$ cat src/rtl/ifetch_unit.sv
// Instruction fetch: PC, imem request/grant/response, registered prefetch FIFO.
// Optional IFETCH_MISALIGN_CHECK_EN: halt on misaligned redirect and raise fetch_misaligned.
module ifetch_unit #(
   parameter int                    ADDR_WIDTH = 32,
   parameter int                    DATA_WIDTH = 32,
   parameter int                    FIFO_DEPTH = 2,
   parameter logic [ADDR_WIDTH-1:0] RESET_PC   = '0
) (
   input  logic                  clk1,
   input  logic                  reset1,
   output logic                  imem_req,
   output logic [ADDR_WIDTH-1:0] imem_addr,
   input  logic                  imem_gnt,
   input  logic                  imem_rvalid,
   input  logic [DATA_WIDTH-1:0] imem_rdata,
   output logic                  instr_valid,
   output logic [DATA_WIDTH-1:0] instr,
   output logic [ADDR_WIDTH-1:0] instr_pc,
`ifdef IFETCH_MISALIGN_CHECK_EN
   output logic                  fetch_misaligned,
`endif
   input  logic                  instr_ready,
   input  logic                  redirect,
   input  logic [ADDR_WIDTH-1:0] redirect_pc
);

   localparam int PTR_W = (FIFO_DEPTH > 1) ? $clog2(FIFO_DEPTH) : 1;
   localparam int OCC_W = $clog2(FIFO_DEPTH + 1);
   // Extra headroom: back-to-back redirects can stack discards beyond FIFO_DEPTH.
   localparam int CNT_W = OCC_W + 4;
   localparam logic [CNT_W-1:0]      DEPTH_C = CNT_W'(FIFO_DEPTH);
   localparam logic [ADDR_WIDTH-1:0] STEP_C  = ADDR_WIDTH'(4);

   typedef enum logic {RUN, HALT} state_t;

   state_t                state_q, state_d;
   logic [ADDR_WIDTH-1:0] pc_q, pc_d;
   logic [ADDR_WIDTH-1:0] rsp_pc_q, rsp_pc_d;
   logic [DATA_WIDTH-1:0] data_q [FIFO_DEPTH];
   logic [ADDR_WIDTH-1:0] tag_q  [FIFO_DEPTH];
   logic [PTR_W-1:0]      wr_ptr_q, rd_ptr_q;
   logic [OCC_W-1:0]      occ_q, occ_d;
   logic [CNT_W-1:0]      pend_q, pend_d;
   logic [CNT_W-1:0]      drop_q, drop_d;

   logic [ADDR_WIDTH-1:0] redir_pc;
   logic                  misalign;
   logic                  req_int;
   logic                  accept;
   logic                  push;
   logic                  pop;
   logic [CNT_W-1:0]      fill;

`ifdef IFETCH_MISALIGN_CHECK_EN
   assign redir_pc         = redirect_pc;
   assign misalign         = |redirect_pc[1:0];
   assign fetch_misaligned = (state_q == HALT);
`else
   assign redir_pc = redirect_pc & ~ADDR_WIDTH'(3);
   assign misalign = 1'b0;
`endif

   assign instr_valid = (occ_q != '0) && !redirect;
   assign instr       = data_q[rd_ptr_q];
   assign instr_pc    = tag_q[rd_ptr_q];
   assign pop         = instr_valid && instr_ready;

   // Crediting this cycle's pop keeps one instruction per cycle with a 2-entry FIFO.
   assign fill     = CNT_W'(occ_q) - CNT_W'(pop) + (pend_q - drop_q);
   assign req_int  = (state_q == RUN) && !redirect && (fill < DEPTH_C) && (pend_q != '1);
   assign imem_req = req_int && reset1;
   assign imem_addr = pc_q;
   assign accept   = req_int && imem_gnt;
   assign push     = imem_rvalid && (drop_q == '0) && !redirect;

   // Live responses follow consecutive addresses from the last redirect, so one
   // running PC register tags them in order instead of a per-request tag queue.
   always_comb begin
      pend_d   = pend_q + CNT_W'(accept) - CNT_W'(imem_rvalid);
      drop_d   = drop_q;
      occ_d    = occ_q + OCC_W'(push) - OCC_W'(pop);
      pc_d     = accept ? pc_q + STEP_C : pc_q;
      rsp_pc_d = push ? rsp_pc_q + STEP_C : rsp_pc_q;
      state_d  = state_q;
      if (imem_rvalid && (drop_q != '0)) begin
         drop_d = drop_q - CNT_W'(1);
      end
      if (redirect) begin
         occ_d    = '0;
         pc_d     = redir_pc;
         rsp_pc_d = redir_pc;
         drop_d   = pend_d;
         state_d  = misalign ? HALT : RUN;
      end
   end

   always_ff @(posedge clk1 or negedge reset1) begin
      if (!reset1) begin
         state_q  <= RUN;
         pc_q     <= RESET_PC;
         rsp_pc_q <= RESET_PC;
         occ_q    <= '0;
         pend_q   <= '0;
         drop_q   <= '0;
         wr_ptr_q <= '0;
         rd_ptr_q <= '0;
         for (int i = 0; i < FIFO_DEPTH; i++) begin
            data_q[i] <= '0;
            tag_q[i]  <= '0;
         end
      end else begin
         state_q  <= state_d;
         pc_q     <= pc_d;
         rsp_pc_q <= rsp_pc_d;
         occ_q    <= occ_d;
         pend_q   <= pend_d;
         drop_q   <= drop_d;
         if (redirect) begin
            wr_ptr_q <= '0;
            rd_ptr_q <= '0;
         end else begin
            if (push) begin
               data_q[wr_ptr_q] <= imem_rdata;
               tag_q[wr_ptr_q]  <= rsp_pc_q;
               wr_ptr_q         <= wr_ptr_q + PTR_W'(1);
            end
            if (pop) begin
               rd_ptr_q <= rd_ptr_q + PTR_W'(1);
            end
         end
      end
   end

endmodule

$ cat config.mk
export PLATFORM = sky130hd
export DESIGN_NAME = ifetch_unit
export DESIGN_NICKNAME = d
export VERILOG_FILES = /design/src/rtl/ifetch_unit.sv
export SDC_FILE = /design/constraint.sdc
export NUM_CORES = 1
export LEC_CHECK = 0
export ABC_AREA = 0
export CAP_MARGIN = 20
export CORE_MARGIN = 2
export CORE_UTILIZATION = 49
export DETAILED_ROUTE_END_ITERATION = 16
export GPL_ROUTABILITY_DRIVEN = 1
export PLACE_DENSITY = 0.73
export SKIP_LAST_GASP = 1
export SYNTH_ARGS = -nofsm -noshare
export SYNTH_HDL_FRONTEND = slang
export SYNTH_SLANG_ARGS = --single-unit
$ cat constraint.sdc
create_clock -name clk1 -period 4.9 [get_ports clk1]
set_clock_uncertainty 0.2 [all_clocks]
set_input_delay 0.98 -clock clk1 [delete_from_list [all_inputs] [get_ports clk1]]
set_output_delay 0.98 -clock clk1 [all_outputs]
set_load 0.01 [all_outputs]
-- Yosys cells after proc, flatten, opt, wreduce, memory -nomap -nowiden
Index checks and enable logic that the tools add are counted.
W data, S select, Z words.
- register bits: 208
- latch bits: 0
- memory bits (writable): 0
- bits in read-only memories: 0
- bits of input ports: 70
- output and inout bits: 98
- logic and storage cells: 71
- memories: 0
- $add $sub $neg: 12
- $mul: 0
- div/mod/pow operators: 0
- $lt $le $gt $ge: 4
- eq/ne operators: 1
- shift operators: 0
- mux-type cells: 21
- bitwise operators: 3
- reduce and logical (&&, ||, !) cells: 19
- operators with widths (kind ; count):
    $mux W32 ; 11
    $bwmux W64 ; 2
    $add A32 B3 Y32 const B ; 2
    $demux W32 S1 ; 1
    $mux W6 ; 2
    $logic_and A1 B1 Y1 ; 10
    $reduce_bool A2 Y1 ; 5
    $add A6 B1 Y6 ; 1
    $add A6 B6 Y6 ; 1
    $logic_not A6 Y1 ; 1
    $lt A6 B2 Y1 const B ; 1
    $ne A6 B6 Y1 const B ; 1
    $reduce_bool A6 Y1 ; 1
    $sub A6 B1 Y6 ; 1
    $sub A6 B1 Y6 const B ; 1
    $sub A6 B6 Y6 ; 1
    $ge A2 B2 Y1 const B ; 2
    $mux W1 ; 4
    $not A1 Y2 ; 2
    $sub A2 B1 Y3 ; 1
    $add A1 B1 Y1 const B ; 2
    $add A2 B1 Y2 ; 1
    $lt A2 B1 Y1 const B ; 1
    $mux W2 ; 1
    4 further kinds ; 4

-- Longest topological paths before layout
Gate-level depths: netlist of the first run.
- word-level depth: 12
- depth in mapped cells: 24
- depth with buffers taken out: 24

-- Worst setup path before layout of the first run
Ideal clock, no wire load.
- path kind: input port to flip-flop
- from: in redirect
- to: reg drop_q[5]
- setup time: 0.125 ns
- data arrival time: 5.396 ns
- data required time: 4.575 ns
- setup slack: -0.821 ns
- stages: 23
- path buffers: 1
- cell sequence: clkbuf_1 -> a21oi_1 -> and2_1 -> ha_1 -> ha_1 -> inv_1 -> fa_1 -> inv_1 -> ha_1 -> a21oi_1 -> nand2_1 -> o41a_1 -> nor3_1 -> inv_2 -> ha_1 -> inv_1 -> ha_1 -> a21o_1 -> a21oi_1 -> o21bai_1 -> a21oi_1 -> xor2_1 -> mux2_2
- cells in the longest elaborated chain, start to end: 12
- elaborated cells on any way between the ends: 13
- those cells by class: add/sub: 4; order compare: 1; mux: 1; reduce/logical: 7
- RTL lines (element ; line ; text):
    from (decl) ; 23 ; input logic redirect,
    $logic_not A1 Y1 ; 63 ; assign instr_valid = (occ_q != '0) && !redirect;
    $logic_and A1 B1 Y1 ; 63 ;
    via instr_valid ; 16 ; output logic instr_valid,
    $logic_and A1 B1 Y1 ; 66 ; assign pop = instr_valid && instr_ready;
    $sub A2 B1 Y3 ; 69 ; assign fill = CNT_W'(occ_q) - CNT_W'(pop) + (pend_q - drop_q);
    $add A6 B6 Y6 ; 69 ;
    $lt A6 B2 Y1 ; 70 ; assign req_int = (state_q == RUN) && !redirect && (fill < DEPTH_C) && (pend_q != '1);
    $logic_and A1 B1 Y1 (2 in series) ; 70 ;
    $logic_and A1 B1 Y1 ; 73 ; assign accept = req_int && imem_gnt;
    $add A6 B1 Y6 ; 79 ; pend_d = pend_q + CNT_W'(accept) - CNT_W'(imem_rvalid);
    $sub A6 B1 Y6 ; 79 ;
    via pend_d[5] ; 43 ; logic [CNT_W-1:0] pend_q, pend_d;
    $mux W6 ; 88 ; if (redirect) begin
    to (signal assigned) ; 117 ; drop_q <= drop_d;
    to (decl) ; 44 ; logic [CNT_W-1:0] drop_q, drop_d;
The timed path passes the listed nets, and every way through them passes these cells.
A chain may end at the register's enable or synchronous reset.

-- Final worst setup path of the first run
- from: in redirect
- to: reg drop_q[4]
- cells in the longest elaborated chain, start to end: 12
- elaborated cells on any way between the ends: 13
- those cells by class: add/sub: 4; order compare: 1; mux: 1; reduce/logical: 7
- RTL lines (element ; line):
    $logic_not A1 Y1 (*) ; 63, 70
    $logic_and A1 B1 Y1 ; 63
    $logic_and A1 B1 Y1 ; 66
    $sub A2 B1 Y3 ; 69
    $add A6 B6 Y6 ; 69
    $lt A6 B2 Y1 ; 70
    $logic_and A1 B1 Y1 (*) (2 in series) ; 70
    $logic_and A1 B1 Y1 (*) ; 73
    $add A6 B1 Y6 (*) ; 79
    $sub A6 B1 Y6 (*) ; 79
    via pend_d[4] ; 43
    $mux W6 (*) ; 88
The timed path passes the listed nets; every way through them passes the cells marked *.

==> results of run 1 <==
==> per-stage QoR <==
stage / area, um^2 / total power [mW] / util / hold slack, ps
after global routing: 13100 / 6.84 / 0.629 / 300
after detailed placement: 12400 / 4.86 / 0.595 / 264
final: 13100 / 6.43 / 0.629 / 280
after floorplan: 10500 / 3.75 / - / 244
after CTS: 13000 / 6.37 / 0.625 / 278
after global placement: 12400 / 4.78 / 0.595 / 255
==> power groups by stage <==
stage	sequential (mW)	combinational, mW	clock [mW]
2_1_floorplan	2.23	1.52	0
3_3_place_gp	2.29	2.49	0
3_5_place_dp	2.31	2.55	0
4_1_cts	2.28	2.68	1.42
5_1_grt	2.33	3.02	1.49
6_report	2.28	2.76	1.39
==> worst paths after layout <==
path | start | to | slack, ps | depth (start not counted)
worst max-delay path | redirect | drop_q[4] | -2 | 25
worst min-delay path | tag_q[30] | tag_q[30] | 280 | 2
worst max register to register | occ_q[0] | drop_q[4] | 110 | 25
worst min register to register | tag_q[30] | tag_q[30] | 280 | 2
max in group asynchronous | reset1 | rd_ptr_q | 2920 | 2
min in group asynchronous | reset1 | data_q[48] | 290 | 1
==> cell type report <==
type	instances	area (um^2)
fill	1690	7730
multi-input combinational	592	5050
sequential	200	5010
timing repair buffer	198	1940
clock buffer	18	429
tap	275	344
inverter	48	180
clock inverter	13	146
==> cell usage after synthesis (all sizes together) (2+ instances only) <==
master,instances
mux2,189
o31ai,7
nor2,55
a2bb2oi,4
xor2,13
inv,48
nand2,49
and4b,4
nor2b,3
and4,4
fa,6
nor4,17
ha,20
a21o,2
and2,4
xnor2,36
a211oi,14
o31a,2
mux2i,4
or4,6
nand2b,14
o21ai,18
a21boi,11
o2bb2ai,2
a21oi,19
nor3,21
a311oi,3
nand4,15
clkbuf,27
and3,11
nand3,17
nor3b,2
dfrtp,200
buf,21
o311a,2
==> layer usage <==
layer,part of all wire,vias to the layer above
met4,0.014,0
met1,0.48,3688
met2,0.46,203
met5,0,-
met3,0.051,19
li1,-,3479
==> cells by family after synthesis <==
group,count (synthesis),share of synthesized area
mux,193,0.210
other cells,1,0.000364
buf+inv,96,0.0412
compound gates,94,0.0625
fa+ha+maj,26,0.0359
flops,200,0.486
xor+xnor,49,0.0416
simple gates,226,0.122
==> registers in the layout, indices dropped and copies added (netlist names) <==
name / flops
data_q: 64
tag_q: 60
imem_addr: 30
rsp_pc_q: 30
drop_q: 6
pend_q: 6
occ_q: 2
rd_ptr_q: 1
wr_ptr_q: 1
==> worst min-delay path, cell delays in order (launching register included) <==
cell and delay (ps):
dfrtp_1 340, nand2_1 50, o21ai_0 60
==> timing repair <==
action,CTS,global route
setup buffers,7,2
endpoints found under the setup margin,3,7
pin swaps,14,18
gates resized for setup,8,12
==> run_results.csv, run 1 <==
group,metric,value,unit
outcome,run_status,"finished, violations left",
outcome,violations,"setup timing",
cts,clk_pin_slew,70,ps
timing,final_max_slew_viol_count,0,
yosys,synth-edff-count,0,
worst_setup_path,critical_path_class,"in -> reg",
timing,fin_tns_setup,-1.72,ps
cts,cts_root_buffer,"clkbuf_16",
route,drtPass1Iterations,4,
worst_setup_path,worstPathRequired,5060,ps
power,cellLeakagePower,5.75,nW
power,combPwrFrac,0.430,
grt,grt_util_met3,0.0373,
grt,use_met2,0.337,
grt,grt_pass1_vias,7321,
grt,antenna_found_initial,0,
floorplan,core_area,20800,um^2
route,via_per_inst,5.50,
worst_setup_path,crit_slowest_cell,"fa_2",
worst_setup_path,path_buf_inv,6,
grt,grt_max_degree,85,
yosys,seq_area_frac_synth,0.486,
place,port_buffers,161,
power,p_int,4.35,mW
yosys,yosys_warnings,0,
yosys,synth_area,10300,um^2
timing,setup_viol,1,
place,dpl.hpwl,16100,um
worst_setup_path,endpoint_kind,"flip-flop",
grt,met1_usage,0.317,
cts,htreeDepth,4,
floorplan,row_count,53,
yosys,avgSynthCellArea,11.6,um^2
final_layout,nets,1153,
place,dpl.cell_count,1303,
worst_setup_path,crit_top_cell,"ha_4",
yosys,synthArstFlopShare,1.00,
floorplan,start_util,0.495,
grt,grt_pass1_wl,38200,um
yosys,synth_seq_cells,200,
cts,clkSinkCount,200,
power,swShare,0.324,
worst_setup_path,crit_fanout,3,
timing,layout_setup_ws,-1.72,ps
final_layout,area_growth,27.0,%
power,seqPwrFrac,0.354,
power,pwr-share-clk,0.216,
route,drt_drc_violations_left,0,
yosys,ys.flop_type,"dfrtp_1",
route,wl_per_cell,17.5,um
route,wl,23500,um
floorplan,io_pins,168,
cts,cts_buffers,17,
grt,gr-max-usage-layer,"met2",
timing,worst_pin_slew,1010,ps
route,vias,7389,
floorplan,die_area,22200,um^2
final_layout,final_common_cell,"dfrtp_1",
final_layout,layout_common_cells,"dfrtp_1, mux2_2, clkdlybuf4s50_1, nor2_1, nand2_1",
final_layout,drive_above_1_share,0.279,
power,p_sw,2.08,mW
floorplan,die_w,149,um
worst_setup_path,crit_family,"adder cells",
yosys,yosysTopAreaCell,"dfrtp_1",
grt,grt-ovfl-total,0,
timing,period_minus_slack,4900,ps
floorplan,die_y,149,um
cts,holdBufCountCts,0,
timing,slew_headroom,0.326,
worst_setup_path,crit_arrival,5060,ps
worst_setup_path,cpPeakStageDelay,560,ps
timing,rsz0062_at_grt,"yes",
worst_setup_path,cp-start-kind,"input pin",
place,post-place-ws,-587,ps
final_layout,final_cells,1344,
final_layout,antenna-diode-count,0,
flow_run,drv_cap,0,
route,ant_nets,0,
cts,tritoncts,"built",
yosys,synth.top_cell.area_share,0.486,
route,dr.first_iter.drc_count,338,
yosys,synthTopCellsByArea,"dfrtp_1, mux2_2, xnor2_1, ha_1, nor2_1",
yosys,synth_cells,885,
grt,grtUsageTotal,0.218,
power,powerDensity,491,nW/um^2
place,gp_congestion,0.817,
yosys,synthDistinctLibCells,65,
timing,fmax,0.204,GHz
min_path,worst_hold_path_type,"reg -> reg",
cts,clk_path_buf_depth,2,
timing,post-route-period-util,1.00,
timing,hold_violations,0,
cts,clk-insertion-delay-late,430,ps
power,ir_drop,410,uV
No activity file was read; power rests on OpenSTA's default activity.
==> run 2, diff against run 1 <==
Settings changed: CAP_MARGIN 20 to not set, CORE_UTILIZATION 49 to 58, PLACE_DENSITY 0.73 to not set, PLACE_DENSITY_LB_ADDON set to 0.12.
Clock period 4.9 ns to 6 ns, I/O delays scaled along.
==> run 2 against run 1 <==
Compared with the run above: the flow now finishes without violations; sequential power shrank 18%; sequential share of layout area grew 1.3 points; register-to-register slack gained 990 ps.
==> run_results.csv, run 2 (same netlist as run 1, synthesis figures left out) <==
group,metric,value,unit
outcome,run_status,"complete, no violations",
floorplan,die_y,137,um
worst_setup_path,endpoint_kind,"output port",
final_layout,top_register,"data_q",
floorplan,start_util,0.594,
timing,hold_violations,0,
grt,grt_max_degree,83,
floorplan,core_area,17400,um^2
worst_setup_path,worstPathCellList,"clkdlybuf4s50_1 -> and2_1 -> ha_1 -> ha_1 -> inv_1 -> fa_1 -> inv_1 -> ha_1 -> a21oi_1 -> nand2_1 -> o41a_1 -> nor3_1 -> dlymetal6s2s_1",
power,finalPower,4.81,mW
worst_setup_path,critical_path_class,"in -> out",
final_layout,drive_above_1_share,0.241,
route,via_per_inst,5.67,
grt,grt_pass1_wl,36400,um
cts,holdBufCountCts,0,
route,drt_drc_violations_left,0,
timing,slew_headroom,0.297,
cts,htreeDepth,4,
place,dpl.hpwl,15400,um
final_layout,fin_area,12700,um^2
floorplan,die_area,18800,um^2
cts,clk-insertion-delay-late,430,ps
route,drtPass1Iterations,5,
worst_setup_path,cp-start-kind,"input pin",
timing,worst_pin_slew,1050,ps
timing,rsz0062_at_grt,"no",
worst_setup_path,worstSetupStartpoint,"instr_ready",
worst_setup_path,crit_family,"adder cells",
final_layout,largest_reg_flops,64,
grt,grt-ovfl-total,0,
route,wl_per_cell,17.8,um
final_layout,nets,1132,
power,cellLeakagePower,5.62,nW
timing,final_max_slew_viol_count,0,
min_path,worst_hold_path_type,"reg -> reg",
timing,layout_setup_ws,422,ps
final_layout,fillers,1280,
floorplan,row_count,48,
final_layout,layout_common_cells,"dfrtp_1, mux2_2, clkdlybuf4s50_1, nor2_1, nand2_1",
worst_setup_path,crit_top_cell,"ha_1",
floorplan,io_pins,168,
timing,fin_tns_setup,0,ps
worst_setup_path,r2r_slack,1100,ps
worst_setup_path,crit_arrival,4180,ps
grt,grt_pass1_vias,7113,
cts,tritoncts,"built",
final_layout,area_growth,22.8,%
grt,grt_util_met3,0.0419,
route,ant_nets,0,
power,ir_drop,437,uV
route,wl,22600,um
place,port_buffers,161,
worst_setup_path,cpPeakStageDelay,480,ps
final_layout,final_common_cell,"dfrtp_1",
cts,clk_path_buf_depth,2,
timing,fmax,0.179,GHz
cts,clk_pin_slew,70,ps
place,dpl.cell_count,1242,
grt,grtUsageTotal,0.250,
grt,use_met2,0.386,
cts,cts_buffers,17,
final_layout,final_cells,1272,
grt,gr-max-usage-layer,"met2",
final_layout,antenna-diode-count,0,
timing,period_minus_slack,5580,ps
grt,antenna_found_initial,0,
worst_setup_path,r2r_start,"occ_q[0]",
place,post-place-ws,42.6,ps
timing,post-route-period-util,0.930,
worst_setup_path,reg2reg_depth,24,
final_layout,reg_top3,"data_q (64), tag_q (60)",
worst_setup_path,timing.rr.end,"drop_q[4]",
worst_setup_path,worstPathRequired,4600,ps
worst_setup_path,path_depth,13,
cts,post_cts_buffers,0,
worst_setup_path,cp-endpoint,"imem_req",
worst_setup_path,crit_slowest_cell,"fa_1",
route,dr.first_iter.drc_count,332,
floorplan,die_w,137,um
power,powerDensity,380,nW/um^2
grt,met1_usage,0.363,
worst_setup_path,crit_fanout,4,
cts,cts_root_buffer,"clkbuf_16",
flow_run,drv_cap,0,
timing,setup_viol,0,
worst_setup_path,path_buf_inv,4,
cts,clkSinkCount,200,
place,gp_congestion,0.850,
route,vias,7217,
place,postPlaceCellArea,12100,um^2
min_path,hp-start,"tag_q[21]",
[run 2: cell types whose count changed in the layout (fill, tap and decap cells not counted), sizes merged]
cell           before  now
buf                39   17
bufinv              2    1
clkdlybuf4s15       1    0
clkdlybuf4s50     157  158
clkinv              3    4
clkinvlp            4    3
dlymetal6s2s        0    1
[run 2: how the worst min path moves through the flow]
stage | end | cells past startpoint | slack (ps)
after detailed placement | tag_q[21] | 2 | 270
final | tag_q[21] | 2 | 280
after global routing | tag_q[49] | 1 | 300
after global placement | tag_q[23] | 2 | 260
after CTS | tag_q[21] | 2 | 280
after floorplan | tag_q[13] | 2 | 240
[run 2: per-layer routing]
| layer | vias up | routed length [um] | share of wire |
|---|---|---|---|
| li1 | 3435 | - | - |
| met1 | 3552 | 10600 | 0.47 |
| met2 | 207 | 10400 | 0.46 |
| met3 | 23 | 1270 | 0.056 |
| met4 | 0 | 266 | 0.012 |
| met5 | - | 0 | 0 |
[run 2: worst register-to-register path, stage by stage (launching register included)]
cell and delay (ps):
dfrtp_1 360, inv_1 60, a21oi_1 170, and2_1 170, ha_1 150, ha_1 180
inv_1 70, fa_1 480, inv_1 40, ha_1 320, a21oi_1 210, nand2_1 140
o41a_1 370, nor3_1 310, inv_2 80, ha_1 280, inv_1 40, ha_1 190
fa_1 400, a21oi_1 140, nor2_1 50, nor2_1 110, xnor2_1 150, nand2_1 70
o21ai_0 100
[run 2: final cells by class]
class                           count  area (um^2)  share of cell area
Clock buffer                       18          429              0.0339
Clock inverter                     12          121             0.00959
Inverter                           48          180              0.0142
Multi-Input combinational cell    592         4900               0.388
Sequential cell                   200         5010               0.396
Tap cell                          225          282              0.0222
Timing Repair Buffer              177         1730               0.137
[run 2: through the flow]
| stage | utilization | hold slack [ps] |
|---|---|---|
| final | 0.729 | 280 |
| after global placement | 0.697 | 257 |
| after detailed placement | 0.697 | 268 |
| after CTS | 0.729 | 285 |
| after floorplan | - | 244 |
| after global routing | 0.729 | 304 |
[run 2: repair_timing]
action | in CTS | in global routing
endpoints found under the hold margin | 0 | 0
gates resized for setup | 0 | 1
endpoints found under the setup margin | 0 | 1
[run 2: power breakdown]
part,switching [mW],internal [mW],leakage [nW]
logic,0.819,1.03,2.80
clock network,0.516,0.575,0.261
registers,0.230,1.64,2.56
